**src/rtl/tpu_host_driver.sv**
```systemverilog
// rtl/tpu_host_driver.sv - host-side serialiser/deserialiser for the 2x2 systolic TPU pin interface
// Optional WAIT_DONE timeout is enabled by defining TPU_HOST_TIMEOUT_EN.
module tpu_host_driver #(
  parameter int RESULT_BYTES = 8
`ifdef TPU_HOST_TIMEOUT_EN
  , parameter int TIMEOUT_CYCLES = 256
`endif
) (
  input  logic                      clk,
  input  logic                      rst_n,
  input  logic                      start,
  input  logic [31:0]               mat_a,
  input  logic [31:0]               mat_b,
  input  logic                      transpose_cfg,
  input  logic                      relu_cfg,
  output logic                      busy,
  output logic [8*RESULT_BYTES-1:0] result,
  output logic                      result_valid,
  output logic                      error,
  output logic [7:0]                tpu_ui_in,
  output logic [7:0]                tpu_uio_in,
  input  logic [7:0]                tpu_uo_out,
  input  logic [7:0]                tpu_uio_out
);

  localparam int IW = $clog2((RESULT_BYTES > 8) ? RESULT_BYTES : 8);

  typedef enum logic [2:0] {IDLE, LOAD, WAIT_DONE, READ, FINISH} state_t;

  state_t                    state, state_nx;
  logic [IW-1:0]             idx;
  logic [63:0]               ops;
  logic                      tr_q, relu_q;
  logic [8*RESULT_BYTES-1:0] shadow;
  logic [7:0]                ui_nx, uio_nx;
  logic [63:0]               src;
  logic [2:0]                lidx;
  logic                      tr_nx, relu_nx, go;
  logic                      done;
  logic                      timed_out;
  logic                      unused_uio;

  assign done       = tpu_uio_out[7];
  assign unused_uio = ^tpu_uio_out[6:0];

`ifdef TPU_HOST_TIMEOUT_EN
  localparam int CW = $clog2(TIMEOUT_CYCLES + 1);
  logic [CW-1:0] wait_cnt;

  assign timed_out = !done && (wait_cnt == CW'(TIMEOUT_CYCLES - 1));

  always_ff @(posedge clk or negedge rst_n) begin
    if (!rst_n)                  wait_cnt <= '0;
    else if (state != WAIT_DONE) wait_cnt <= '0;
    else                         wait_cnt <= wait_cnt + 1'b1;
  end
`else
  assign timed_out = 1'b0;
`endif

  always_ff @(posedge clk or negedge rst_n) begin
    if (!rst_n) state <= IDLE;
    else        state <= state_nx;
  end

  // Next state plus the next pin values, so every pin leaves a flop.
  always_comb begin
    state_nx = state;
    case (state)
      IDLE:      if (start) state_nx = LOAD;
      LOAD:      if (idx == IW'(7)) state_nx = WAIT_DONE;
      WAIT_DONE: if (done) state_nx = READ;
                 else if (timed_out) state_nx = IDLE;
      READ:      if (!done) state_nx = IDLE;
                 else if (idx == IW'(RESULT_BYTES - 1)) state_nx = FINISH;
      FINISH:    state_nx = IDLE;
      default:   state_nx = IDLE;
    endcase

    src     = (state == IDLE) ? {mat_b, mat_a} : ops;
    lidx    = (state == IDLE) ? 3'd0 : 3'(idx + 1'b1);
    tr_nx   = (state == IDLE) ? transpose_cfg : tr_q;
    relu_nx = (state == IDLE) ? relu_cfg : relu_q;
    go      = (state_nx != IDLE);
    ui_nx   = (state_nx == LOAD) ? src[8*lidx +: 8] : 8'h00;
    uio_nx  = {5'b0, relu_nx & go, tr_nx & go, state_nx == LOAD};
  end

  always_ff @(posedge clk or negedge rst_n) begin
    if (!rst_n) begin
      idx          <= '0;
      ops          <= '0;
      tr_q         <= 1'b0;
      relu_q       <= 1'b0;
      shadow       <= '0;
      busy         <= 1'b0;
      result       <= '0;
      result_valid <= 1'b0;
      error        <= 1'b0;
      tpu_ui_in    <= '0;
      tpu_uio_in   <= '0;
    end else begin
      result_valid <= 1'b0;
      busy         <= (state_nx != IDLE);
      tpu_ui_in    <= ui_nx;
      tpu_uio_in   <= uio_nx;
      case (state)
        IDLE: begin
          if (start) begin
            ops    <= {mat_b, mat_a};
            tr_q   <= transpose_cfg;
            relu_q <= relu_cfg;
            error  <= 1'b0;
            idx    <= '0;
          end
        end
        LOAD: idx <= idx + 1'b1;
        WAIT_DONE: begin
          if (done) begin
            shadow[7:0] <= tpu_uo_out;
            idx         <= IW'(1);
          end else if (timed_out) begin
            error <= 1'b1;
          end
        end
        READ: begin
          if (done) begin
            shadow[8*idx +: 8] <= tpu_uo_out;
            idx                <= idx + 1'b1;
          end
        end
        FINISH: begin
          result       <= shadow;
          result_valid <= 1'b1;
        end
        default: ;
      endcase
    end
  end

endmodule

```
**config.mk**
```make
export PLATFORM = sky130hd
export DESIGN_NAME = tpu_host_driver
export DESIGN_NICKNAME = d
export VERILOG_FILES = /design/src/rtl/tpu_host_driver.sv
export SDC_FILE = /design/constraint.sdc
export NUM_CORES = 1
export LEC_CHECK = 0
export CAP_MARGIN = 20
export CORE_UTILIZATION = 47
export CTS_CLUSTER_SIZE = 8
export DETAILED_ROUTE_END_ITERATION = 12
export PLACE_DENSITY = 0.76
export SYNTH_ARGS = -nofsm -noshare
export SYNTH_HDL_FRONTEND = slang
export SYNTH_SLANG_ARGS = --single-unit
```
**constraint.sdc**
```tcl
create_clock -name clk -period 2.25 [get_ports clk]
set_input_delay 0.3375 -clock clk [delete_from_list [all_inputs] [get_ports clk]]
set_output_delay 0.3375 -clock clk [all_outputs]
set_load 0.03 [all_outputs]
```
==> impl_metrics.toml <==
[yosys]
synth_warnings = 0
ys_seq_area_frac = 0.597
yosys-top-cells-area = "dfrtp_1, mux2_2, mux4_2"
synth_compound_area_frac = 0.0272
synth_seq_cells = 213
synth_top_family_by_area = "multiplexers"
synth_flop_cell = "dfrtp_1"
yosys.area_share.xor_xnor = 0
muxShareOfSynthArea = 0.278
synth_common_cells = "dfrtp_1, mux2_2, nand2_1, and2_1, mux2i_1"
yosysMostFrequentCell = "dfrtp_1"
synthSimpleGateAreaFrac = 0.0610
syn_area_um2 = 8920
ys_types = 38
syn_inst = 608
netlist.area_leader.share = 0.597
synth_fa_ha_area_frac = 0.00842
synth.largest_area_cell = "dfrtp_1"
synthArstFlopShare = 1.00
syn_avg_cell_area_um2 = 14.7
synth-edff-count = 0

[worst_setup_path]
reg2reg_depth = 7
worst_setup_path_end_kind = "flop"
start_kind = "flop"
critPathRequiredTime_ps = 2650
cpPeakStageDelay_ps = 420
reg2reg_to = "shadow[4]"
crit_chain = "inv_1 > ha_1 > ha_2 > nor2_1 > nand3_1 > a211o_4 > mux2_4"
cp_top_family = "adder cells"
reg2reg_slack_ps = 160
crit_buf_inv = 1
worstPathMaxFanout = 8
crit_slowest_cell = "a211o_4"
r2r_start = "idx[0]"
crit_arrival_ps = 2490
path_class = "reg2reg"

[sta]
report.final.slew_viol_count = 0
relSlewSlack = 0.630
hold_viol = 0
post-route-period-util = 0.929
rsz0062_at_grt = "false"
fmax_ghz = 0.478
holdWs_ps = 366
fin_setup_tns_ps = 0
clock_skew_ps = 16.2
worst_pin_slew_ps = 555
worst_slack_ps = 160
setup_viol = 0
period_needed_ps = 2090

[place]
gp_congestion = 0.764
place_area_um2 = 10900
preCtsSetupSlack_ps = 6.67
portBuffers = 154
hpwl_um = 13500

[final_layout]
num_antenna_cells = 0
multiInputGateArea_um2 = 3390
area_growth_pct = 30.7
n_fill_cell = 1376
regArea_um2 = 5330
fin_nets = 876
final_area_um2 = 11700
drive_above_1_share = 0.340

[floorplan]
rows = 50
die_y_um = 140
initial_utilization = 0.479
dieArea_um2 = 19500
ios = 168
core_area_um2 = 18600
die_w_um = 140

[run_status]
status = "finished clean"

[global_routing]
grt.total_usage = 0.207
antenna_found_initial = 0
grt_pass1_vias = 6101
grt_pass1_wl_um = 31800
grt_max_degree = 67
overflow = 0

[power_and_ir_drop]
switching_share = 0.311
total_power_mw = 14.3
p_int_mw = 9.88
switchingPower_mw = 4.45
clkPwrFrac = 0.268
p_seq_frac = 0.396
combPwrFrac = 0.336
p_per_area_nw_per_um2 = 1230
leakage_nw = 5.36
ir_drop_mv = 0.785

[clock_network]
cts_htree_levels = 1
cts_tree = "done"
worst_skew_pair.late_latency_ps = 530
cts_sinks = 213
clockRootBuffer = "clkbuf_16"
postCtsSetupBuffers = 0
clock_tree.buffer_depth = 3
numCtsBuffers = 30
cts.clk_slew.worst_paths_ps = 50

[drt]
drt-initial-drc-count = 187
avgViaCountPerCell = 5.43
drt-pass1-iter-count = 4
vias = 5535
wl_per_cell_um = 19.2
routed_wl_um = 19500
antenna_left = 0
drc = 0

[run]
maxCapViolCount = 0

[worst_hold_path]
hold_path_class = "in2async"
-- worst max path at each step --
stage          startpoint   endpoint  slack, ps  depth (start not counted)
5_1_grt            idx[0]  shadow[4]         70                          7
3_5_place_dp       idx[0]  shadow[5]          7                          7
4_1_cts            idx[0]  shadow[4]         50                          7
2_1_floorplan      idx[0]  shadow[0]          5                         10
3_3_place_gp       idx[0]  shadow[6]         90                          7
6_report           idx[0]  shadow[4]        160                          7
-- routing by layer --
layer / global-route usage / wire [um] / part of all wire / vias up
met5: 0 / 0 / 0 / -
met3: 0.0599 / 1440 / 0.074 / 35
li1: - / - / - / 2494
met4: 0.0567 / 411 / 0.021 / 0
met1: 0.254 / 8100 / 0.42 / 2833
met2: 0.355 / 9560 / 0.49 / 173
-- final cells by class --
| cell class | instances | area share |
|---|---|---|
| timing repair buffer | 178 | 0.158 |
| clock buffer | 31 | 0.0665 |
| multi-input combinational | 353 | 0.290 |
| clock inverter | 1 | 0.000429 |
| inverter | 9 | 0.00290 |
| sequential | 213 | 0.457 |
| tap | 234 | 0.0251 |
-- cell families after synthesis --
family / count (synthesis)
AOI/OAI and AO/OA: 31
adders and majority gates: 6
buffers and inverters: 47
DFF: 213
muxes: 211
other: 1
and+or+nand+nor: 99
-- power groups by stage --
stage	Combinational, mW	Sequential, mW	Clock, mW
after CTS	4.84	5.68	3.93
after floorplan	3.21	5.69	0
after global placement	4.62	5.62	0
after global routing	5.19	5.80	4.09
after detailed placement	4.79	5.72	0
final	4.82	5.68	3.84
-- metrics by stage --
| step | instances | util |
|---|---|---|
| final | 1019 | 0.626 |
| after global routing | 1019 | 0.626 |
| after CTS | 1019 | 0.625 |
| after detailed placement | 986 | 0.582 |
| after global placement | 986 | 0.582 |
| after floorplan | 613 | - |
-- what timing repair did --
action,4_1_cts,5_1_grt
pin swaps,0,1
endpoints found under the setup margin,4,35
endpoints found under the hold margin,62,0
resized for setup,1,4
hold buffers,1,0
-- sequential cells by signal, summed over array words and instances, names as in the netlist --
name,count
result,64
ops,64
busy,1
state,3
result_valid,1
tpu_ui_in,8
shadow,64
idx,3
tr_q,1
tpu_uio_in,3
relu_q,1
-- cells in the final DEF, fill, tap and decap left out, types with 3 or more instances in the layout --
cell type / count
dfrtp_1: 213
mux2_2: 179
clkdlybuf4s50_1: 153
clkbuf_16: 31
nand2_1: 28
and2_1: 23
mux2i_1: 16
nand3_1: 14
buf_4: 14
inv_1: 9
nor3_1: 9
buf_12: 9
mux4_2: 8
nor2_1: 8
mux2_4: 8
o22ai_1: 7
a21oi_1: 6
o221a_2: 6
conb_1: 6
ha_1: 5
nand2b_1: 4
nor3_4: 4
a211oi_1: 3
Note: power is estimated with default switching activity, not from simulation.
